$ cat src/rtl/core_pkg.sv
// Shared widths, opcodes, memory-enable codes and instruction field layout for core.
package core_pkg;
  localparam int REG_SIZE_DEF   = 8;
  localparam int ADDR_SIZE_DEF  = 8;
  localparam int INSN_SIZE_DEF  = 16;
  localparam int INSN_COUNT_DEF = 16;

  localparam int OP_LSB  = 12;
  localparam int RD_LSB  = 8;
  localparam int RS0_LSB = 4;
  localparam int RS1_LSB = 0;
  localparam int IMM_LSB = 0;

  typedef logic [3:0] opcode_t;
  localparam opcode_t OP_NOP  = 4'h0;
  localparam opcode_t OP_ADD  = 4'h1;
  localparam opcode_t OP_SUB  = 4'h2;
  localparam opcode_t OP_MUL  = 4'h3;
  localparam opcode_t OP_AND  = 4'h4;
  localparam opcode_t OP_OR   = 4'h5;
  localparam opcode_t OP_XOR  = 4'h6;
  localparam opcode_t OP_SET  = 4'h7;
  localparam opcode_t OP_LD   = 4'h8;
  localparam opcode_t OP_ST   = 4'h9;
  localparam opcode_t OP_BNZ  = 4'hA;
  localparam opcode_t OP_STOP = 4'hF;

  typedef enum logic [1:0] {
    MEM_IDLE = 2'b00,
    MEM_RD   = 2'b01,
    MEM_WR   = 2'b10
  } mem_en_e;

  typedef struct packed {
    opcode_t    op;
    logic [3:0] rd;
    logic [3:0] rs0;
    logic [3:0] rs1;
    logic [7:0] imm;
  } insn_t;

  function automatic insn_t decode(input logic [15:0] w);
    insn_t d;
    d.op  = w[OP_LSB  +: 4];
    d.rd  = w[RD_LSB  +: 4];
    d.rs0 = w[RS0_LSB +: 4];
    d.rs1 = w[RS1_LSB +: 4];
    d.imm = w[IMM_LSB +: 8];
    return d;
  endfunction
endpackage

$ cat src/rtl/core_if.sv
// Shared data-memory port of core: one outstanding request, completed by ready_M.
interface core_if #(
  parameter int REG_SIZE  = 8,
  parameter int ADDR_SIZE = 8
);
  logic [1:0]           enable_M;
  logic [ADDR_SIZE-1:0] addr_M;
  logic [REG_SIZE-1:0]  wr_data_M;
  logic [REG_SIZE-1:0]  rd_data_M;
  logic                 ready_M;

  modport master (output enable_M, addr_M, wr_data_M, input  rd_data_M, ready_M);
  modport slave  (input  enable_M, addr_M, wr_data_M, output rd_data_M, ready_M);
endinterface

$ cat src/rtl/core_alu.sv
// Combinational ALU for core. MUL exists only when CORE_MUL_EN is defined;
// otherwise opcode 3 reports no write-back and no multiplier is built.
module core_alu
  import core_pkg::*;
#(
  parameter int W = REG_SIZE_DEF
) (
  input  opcode_t      op,
  input  logic [W-1:0] a,
  input  logic [W-1:0] b,
  output logic [W-1:0] res,
  output logic         we
);
  always_comb begin
    res = '0;
    we  = 1'b1;
    case (op)
      OP_ADD: res = a + b;
      OP_SUB: res = a - b;
`ifdef CORE_MUL_EN
      OP_MUL: res = a * b;
`endif
      OP_AND: res = a & b;
      OP_OR:  res = a | b;
      OP_XOR: res = a ^ b;
      default: we = 1'b0;
    endcase
  end
endmodule

$ cat src/rtl/core.sv
// Non-pipelined compute core: latches an instruction block on Start and runs it
// against a 16-entry register file. Optional MUL via CORE_MUL_EN (see core_alu).
module core
  import core_pkg::*;
#(
  parameter int REG_SIZE   = REG_SIZE_DEF,
  parameter int ADDR_SIZE  = ADDR_SIZE_DEF,
  parameter int INSN_SIZE  = INSN_SIZE_DEF,
  parameter int INSN_COUNT = INSN_COUNT_DEF
) (
  input  logic                            clk,
  input  logic                            reset,
  input  logic                            init_R0_flag,
  input  logic [REG_SIZE-1:0]             init_R0_data,
  input  logic [INSN_SIZE*INSN_COUNT-1:0] insn_data,
  input  logic                            Start,
  output logic                            Ready,
  core_if.master                          mem
);
  localparam int PCW = $clog2(INSN_COUNT);

  typedef enum logic {S_IDLE, S_RUN} state_e;

  state_e                                state_q, state_d;
  logic [PCW-1:0]                        pc_q, pc_d;
  logic [INSN_COUNT-1:0][INSN_SIZE-1:0]  buf_q, buf_d;
  logic [15:0][REG_SIZE-1:0]             regs_q, regs_d;

  insn_t               insn;
  logic [REG_SIZE-1:0] a_val, b_val, alu_res;
  logic                alu_we, is_ld, is_st, advance, take_br;

  assign insn  = decode(buf_q[pc_q]);
  assign a_val = regs_q[insn.rs0];
  assign b_val = regs_q[insn.rs1];
  assign is_ld = (state_q == S_RUN) && (insn.op == OP_LD);
  assign is_st = (state_q == S_RUN) && (insn.op == OP_ST);
  assign Ready = (state_q == S_IDLE);

  core_alu #(.W(REG_SIZE)) u_alu (
    .op (insn.op),
    .a  (a_val),
    .b  (b_val),
    .res(alu_res),
    .we (alu_we)
  );

  // Store data comes from the [7:4] register field; the address from rd.
  assign mem.enable_M  = is_ld ? MEM_RD : (is_st ? MEM_WR : MEM_IDLE);
  assign mem.addr_M    = is_ld ? ADDR_SIZE'(a_val)
                       : (is_st ? ADDR_SIZE'(regs_q[insn.rd]) : '0);
  assign mem.wr_data_M = is_st ? a_val : '0;

  always_comb begin
    state_d = state_q;
    pc_d    = pc_q;
    buf_d   = buf_q;
    regs_d  = regs_q;
    advance = 1'b0;
    take_br = 1'b0;
    case (state_q)
      S_IDLE: begin
        if (init_R0_flag) regs_d[0] = init_R0_data;
        if (Start) begin
          buf_d   = insn_data;
          pc_d    = '0;
          state_d = S_RUN;
        end
      end
      default: begin
        advance = !((is_ld || is_st) && !mem.ready_M);
        take_br = (insn.op == OP_BNZ) && (regs_q[insn.rd] != '0);
        if (alu_we) regs_d[insn.rd] = alu_res;
        if (insn.op == OP_SET) regs_d[insn.rd] = REG_SIZE'(insn.imm);
        if (is_ld && mem.ready_M) regs_d[insn.rd] = mem.rd_data_M;
        if (advance) begin
          pc_d = take_br ? insn.imm[PCW-1:0] : pc_q + 1'b1;
          // Falling off the end of the block halts just like STOP.
          if ((insn.op == OP_STOP) || (!take_br && pc_q == PCW'(INSN_COUNT-1))) begin
            state_d = S_IDLE;
            pc_d    = '0;
          end
        end
      end
    endcase
  end

  always_ff @(posedge clk) begin
    if (reset) begin
      state_q <= S_IDLE;
      pc_q    <= '0;
      buf_q   <= '0;
      regs_q  <= '0;
    end else begin
      state_q <= state_d;
      pc_q    <= pc_d;
      buf_q   <= buf_d;
      regs_q  <= regs_d;
    end
  end
endmodule

$ cat src/flat_wrapper.sv
// flat-port wrapper written by rule: the top's interface ports become plain ports
module core_flat import core_pkg::*;
#(
  parameter int REG_SIZE   = REG_SIZE_DEF,
  parameter int ADDR_SIZE  = ADDR_SIZE_DEF,
  parameter int INSN_SIZE  = INSN_SIZE_DEF,
  parameter int INSN_COUNT = INSN_COUNT_DEF
)
  (clk, reset, init_R0_flag, init_R0_data, insn_data, Start, Ready, mem_enable_M, mem_addr_M, mem_wr_data_M, mem_rd_data_M, mem_ready_M);
  core_if #(.REG_SIZE(REG_SIZE), .ADDR_SIZE(ADDR_SIZE)) mem_i ();
  input  logic clk;
  input  logic reset;
  input  logic init_R0_flag;
  input  logic [REG_SIZE-1:0] init_R0_data;
  input  logic [INSN_SIZE*INSN_COUNT-1:0] insn_data;
  input  logic Start;
  output logic Ready;
  output wire logic [$bits(mem_i.enable_M)-1:0] mem_enable_M;
  output wire logic [$bits(mem_i.addr_M)-1:0] mem_addr_M;
  output wire logic [$bits(mem_i.wr_data_M)-1:0] mem_wr_data_M;
  input wire logic [$bits(mem_i.rd_data_M)-1:0] mem_rd_data_M;
  input wire logic [$bits(mem_i.ready_M)-1:0] mem_ready_M;
  assign mem_enable_M = mem_i.enable_M;
  assign mem_addr_M = mem_i.addr_M;
  assign mem_wr_data_M = mem_i.wr_data_M;
  assign mem_i.rd_data_M = mem_rd_data_M;
  assign mem_i.ready_M = mem_ready_M;
  core #(.REG_SIZE(REG_SIZE), .ADDR_SIZE(ADDR_SIZE), .INSN_SIZE(INSN_SIZE), .INSN_COUNT(INSN_COUNT)) u_core (.clk(clk), .reset(reset), .init_R0_flag(init_R0_flag), .init_R0_data(init_R0_data), .insn_data(insn_data), .Start(Start), .Ready(Ready), .mem(mem_i));
endmodule
$ cat config.mk
export PLATFORM = sky130hd
export DESIGN_NAME = core_flat
export DESIGN_NICKNAME = d
export VERILOG_FILES = /design/src/rtl/core_pkg.sv /design/src/rtl/core_if.sv /design/src/rtl/core_alu.sv /design/src/rtl/core.sv /design/src/flat_wrapper.sv
export SDC_FILE = /design/constraint.sdc
export NUM_CORES = 2
export LEC_CHECK = 0
export CORE_MARGIN = 2
export CORE_UTILIZATION = 50
export CTS_CLUSTER_DIAMETER = 60
export CTS_CLUSTER_SIZE = 24
export DETAILED_ROUTE_END_ITERATION = 10
export PLACE_DENSITY = 0.77
export SLEW_MARGIN = 20
export SYNTH_ARGS = -nofsm -noshare
export SYNTH_HDL_FRONTEND = slang
export SYNTH_HIERARCHICAL = 1
export SYNTH_SLANG_ARGS = --single-unit
$ cat constraint.sdc
create_clock -name clk -period 10.71 [get_ports clk]
set_input_delay 3.213 -clock clk [delete_from_list [all_inputs] [get_ports clk]]
set_output_delay 3.213 -clock clk [all_outputs]
set_load 0.1 [all_outputs]
# Yosys cells after proc, flatten, opt, wreduce, memory -nomap -nowiden
# Index checks and enable logic that the tools add are counted.
[classes]
n_reduce_logical = 17
muxes = 36
n_addsub = 3
n_lt_le_gt_ge = 5
bitwise_logic = 4
eq_ne = 12
[op_table]
columns = ["operator", "n"]
rows = [
  ["2-to-1 mux 128 bit", 5],
  ["bitwise mux 128 bit", 3],
  ["binary-select mux 8 bit (select 4 bit)", 3],
  ["2-to-1 mux 8 bit", 9],
  ["binary-select mux 16 bit (select 4 bit)", 1],
  ["case mux 8 bit (5 select lines)", 1],
  ["demux 8 bit (select 4 bit)", 1],
  ["== test 4 bit, second input constant", 5],
  ["less-than comparator 4 x 5 -> 1 bit, second input constant", 4],
  ["2-to-1 mux 4 bit", 5],
  ["== test 4 x 3 -> 1 bit, second input constant", 4],
  ["2-to-1 mux 16 bit", 1],
  ["adder 8 bit", 1],
  ["AND 8 bit", 1],
  ["OR 8 bit", 1],
  ["nonzero test 8 bit", 1],
  ["subtractor 8 bit", 1],
  ["bitwise XOR 8 bit", 1],
  ["logical AND 1 bit", 7],
  ["2-to-1 mux 1 bit", 5],
  ["OR reduction 5 bit", 1],
  ["adder 4 x 1 -> 4 bit, second input constant", 1],
  ["== test 4 x 1 -> 1 bit, second input constant", 1],
  ["== test 4 x 2 -> 1 bit, second input constant", 1],
  ["other kinds (8)", 13],
]
[totals]
regBits = 389
word_cells = 111
inputBits = 277

# Logic depth before layout (Yosys ltp)
[logic_depth]
word_depth = 15
depth_mapped = 32
mapped_depth_nobuf = 23

# Cells and area by module
# The synthesis kept the hierarchy.
[by_module_without_submodules]
columns = ["mod", "cells_each", "n_inst", "seq_area_each_um2", "area_each_um2"]
rows = [
  ["core", 2367, 1, 7787.5, 20114.3],
  ["core_alu", 136, 1, 0.0, 1026.0],
]

# Worst setup path after synthesis
# Ideal clock, no wire load.
[synth_timing]
kind = "register -> output"
start = "register u_core.pc_q[0]"
end = "output mem_addr_M[5]"
n_path_buf = 6
path_slack_ps = 2149
t_required_ps = 7497
path_stages_with_launch = 16
arrival_ps = 5348
path_cell_list = "dfxtp_1 buf_6 buf_12 buf_12 buf_4 buf_4 mux2i_1 a221oi_1 a22oi_1 nand2_1 buf_1 mux2i_1 mux2i_1 mux2_2 or2_2 a21boi_0"
[synth_via]
elab_chain_cells = 6
[synth_rtl]
columns = ["item", "line_no", "rtl"]
rows = [
  ["start: declaration", "core.sv:25", "logic [PCW-1:0] pc_q, pc_d;"],
  ["start signal: assignment", "core.sv:96", "pc_q <= pc_d;"],
  ["binary-select mux 16 bit (select 4 bit) (*)", "core.sv:33", "assign insn = decode(buf_q[pc_q]);"],
  ["2-to-1 mux 16 bit (not written as such) (*)", "core.sv:33", ""],
  ["binary-select mux 8 bit (select 4 bit) / == test 4 bit (equally long branches)", "core.sv:51, core.sv:37", ""],
  ["2-to-1 mux 8 bit (not written as such) / logical AND 1 bit (equally long branches)", "core.sv:51, core.sv:37", ""],
  ["2-to-1 mux 8 bit", "core.sv:51", ": (is_st ? ADDR_SIZE'(regs_q[insn.rd]) : '0);"],
  ["2-to-1 mux 8 bit (*)", "core.sv:50", "assign mem.addr_M = is_ld ? ADDR_SIZE'(a_val)"],
  ["end: declaration", "flat_wrapper.sv:19", "output wire logic [$bits(mem_i.addr_M)-1:0] mem_addr_M;"],
]
# Mark *: on every way between the ends. The rest lies on a longest branch, timed or not. The select of a mux whose other input is x is not followed.

# Final worst setup path
[layout_timing]
start = "register u_core.pc_q[3]"
end = "output mem_addr_M[1]"
# The elaborated chain is that of the path after synthesis.

==> results.json <==
{
  "status": "finished, final reports clean",
  "power.density_mw_per_mm2": 148.3,
  "path_clk_slew_ns": 0.09,
  "totalPowerFinal_uw": 3737,
  "synth-xor-area-share_pct": 0.4912,
  "synth_cell_types": 76,
  "grt_max_degree": 258,
  "hold_viol": 0,
  "start_util_pct": 50.51,
  "io_pins": 296,
  "synthAdderAreaFrac_pct": 1.574,
  "area_delta_synth_final_pct": 19.18,
  "drc": 0,
  "worstSetupEndpointType": "output pin",
  "holdWs_ns": 0.4558,
  "drive_gt1_share_pct": 8.305,
  "portBuffers": 295,
  "yosys-mux-area-fraction_pct": 20.22,
  "dr_wl_met2_um": 35360,
  "drt_iter0_markers": 2332,
  "cts_resized": 0,
  "dieArea_mm2": 0.04394,
  "worstSetupPathType": "flop to output pin",
  "clk_latency_ns": 0.63,
  "path_max_fanout": 27,
  "synth-seq-cells": 389,
  "leakagePower_uw": 0.008732,
  "detail-route-antenna-nets": 0,
  "postSynthCellCount": 2503,
  "diodes": 0,
  "slew_viol_final": 0,
  "synth.yosys.warnings": 6,
  "place_area_mm2": 0.02410,
  "skew_ns": 0.05044,
  "synth_compound_area_share_pct": 21.52,
  "worst-slew-pin-transition_ns": 1.263,
  "final_area_mm2": 0.02520,
  "critical-path-max-stage-delay_ns": 1.00,
  "fmax_mhz": 105.9,
  "wl_met3_um": 5072,
  "finalWirelength_um": 73910,
  "antenna_found_initial": 0,
  "clock-sinks": 389,
  "synth-simple-area-share_pct": 14.13,
  "cts_root_buffer": "clkbuf_16",
  "gp_congestion": 0.9781,
  "path_cells": "clkinv_1, mux4_2, inv_2, mux4_1, a22oi_1, nand3_1, o211a_1, clkdlybuf4s50_1",
  "synth_nets": 2806,
  "worstPathArrival_ns": 6.23,
  "synth_edf_count": 0,
  "via_per_inst": 6.316,
  "cts_tree": "built",
  "synth_top_family_by_area": "compound AO/OA/AOI/OAI gates",
  "period_share_pct": 88.20,
  "grt_pass1_wl_um": 112000,
  "first_pass_iters": 6,
  "grt_pass1_vias": 19662,
  "rsz0062_at_grt": "no",
  "reg2reg_slack_ns": 2.43,
  "via_count": 20212,
  "overflow": 0,
  "grt_usage_pct": 32.52,
  "fin_nets": 2941,
  "ir_worst_vdd_mv": 0.1046,
  "slowest_stage": "clkdlybuf4s50_1",
  "seq_area_frac_synth_pct": 36.84,
  "top_layer": "met4",
  "h-tree-depth": 1,
  "post-dp-hpwl_um": 53760,
  "relSlewSlack_pct": 15.83,
  "cts_setup_buffers": 0,
  "holdBufCountCts": 0,
  "ys.flop_type": "dfxtp_1",
  "startpoint_type": "flop",
  "setup_viol": 0,
  "post_drt_wl_per_cell_um": 23.10,
  "synthArstFlopShare_pct": 0,
  "die_w_um": 209.6,
  "wl_met1_um": 28460,
  "tns_ns": 0,
  "required_ns": 7.50,
  "hp-class": "flop to flop",
  "fp-row-count": 75,
  "fp.dieH_um": 209.6,
  "synth.avg_cell_area_um2": 8.446,
  "maxCapViolCount": 0,
  "period_needed_ns": 9.446,
  "core-area_mm2": 0.04185,
  "synth_area_mm2": 0.02114,
  "clockBufferDepth": 3,
  "numCtsBuffers": 29
}
## critical path, delay by kind of cell (launching register included)
| kind | cells | cell delay (ns) |
|---|---|---|
| buffers and inverters | 3 | 2.35 |
| multiplexers | 2 | 1.60 |
| flip-flops | 1 | 0.89 |
| AO/OA/AOI/OAI | 2 | 0.54 |
| AND/OR/NAND/NOR | 1 | 0.21 |
## per-stage QoR
step | utilization [%] | setup slack, ns | cells
after CTS | 60.03 | 1.195 | 3199
after floorplan | - | 2.149 | 2503
final | 60.20 | 1.264 | 3200
after detailed placement | 57.58 | 1.850 | 3145
after global placement | 57.55 | 2.040 | 3145
after global routing | 60.20 | 1.040 | 3200
## path summary, 6_finish.rpt
| check | startpoint | end | cells after the start |
|---|---|---|---|
| max | u_core/pc_q[3]$_SDFFE_PP0P_ | mem_addr_M[1] | 8 |
| min | u_core/buf_q[187]$_SDFFE_PP0P_ | u_core/buf_q[187]$_SDFFE_PP0P_ | 2 |
| min reg2reg | u_core/buf_q[187]$_SDFFE_PP0P_ | u_core/buf_q[187]$_SDFFE_PP0P_ | 2 |
| max reg2reg | u_core/pc_q[0]$_SDFFE_PP0P_ | u_core/regs_q[126]$_SDFFE_PP0P_ | 23 |
## where the power goes
group | switching (uW) | total, uW | internal [uW]
combinational | 595 | 981 | 386
sequential | 60.0 | 1570 | 1510
clock | 612 | 1180 | 571
total | 1270 | 3740 | 2470
## layer usage
| metal | vias to the layer above | track usage [%] |
|---|---|---|
| li1 | 9271 | - |
| met1 | 9639 | 39.78 |
| met2 | 1028 | 55.09 |
| met3 | 274 | 4.384 |
| met4 | 0 | 18.95 |
| met5 | - | 0 |
## area by class of cell
class,count,area [um^2]
fillers,3608,16660
multi-input cells,1854,12340
flip-flops and latches,389,7792
repair buffers,325,3219
clock buffers,33,760.7
well taps,539,674.4
clock inverters,21,265.3
inverters,39,146.4
## sequential cells by signal, summed over array words and instances (netlist names)
name	count
u_core/state_q	1
u_core/buf_q	256
u_core/regs_q	128
u_core/pc_q	4
## placed cells by master, fill, tap and decap left out, types with 6 or more instances in the layout
master,count
nand2_1,567
o22ai_1,23
o21ai_0,16
o211ai_1,16
nand2b_1,6
mux4_2,49
xnor2_1,8
clkdlybuf4s50_1,294
a221oi_1,24
buf_4,27
mux2i_1,231
dfxtp_1,387
mux2_2,45
inv_1,36
and2_1,9
a31oi_1,6
nor2_1,74
ha_1,25
clkbuf_16,29
nand3_1,15
inv_6,6
mux4_1,13
a21oi_1,424
a22oi_1,33
a211oi_1,156
nor3_1,8
nor2_2,7
## logic make-up after synthesis
group           count (synthesis)
xor+xnor                       11
buf+inv                       260
compound gates                745
flops                         389
mux                           339
simple gates                  733
fa+ha+maj                      26
## cells in the mapped netlist, types with 6 or more instances
cell | count | area share (%)
nand2_1 | 572 | 10
a21oi_1 | 424 | 10
dfxtp_1 | 389 | 37
mux2i_1 | 231 | 11
clkbuf_1 | 168 | 3.0
a211oi_1 | 156 | 5.5
nor2_1 | 81 | 1.4
mux4_2 | 49 | 5.2
mux2_2 | 45 | 2.4
inv_1 | 36 | 0.64
a22oi_1 | 33 | 1.2
buf_2 | 26 | 0.62
ha_1 | 25 | 1.5
a221oi_1 | 24 | 0.99
o22ai_1 | 23 | 0.68
o211ai_1 | 16 | 0.57
o21ai_0 | 16 | 0.38
nand3_1 | 15 | 0.36
buf_1 | 14 | 0.25
mux4_1 | 13 | 1.6
and2_1 | 9 | 0.27
nor3_1 | 8 | 0.19
o21ai_1 | 8 | 0.19
xnor2_1 | 8 | 0.33
a31oi_1 | 6 | 0.18
buf_6 | 6 | 0.32
nand2b_1 | 6 | 0.18
nor2b_1 | 6 | 0.18
No activity file was read; power rests on OpenSTA's default activity.
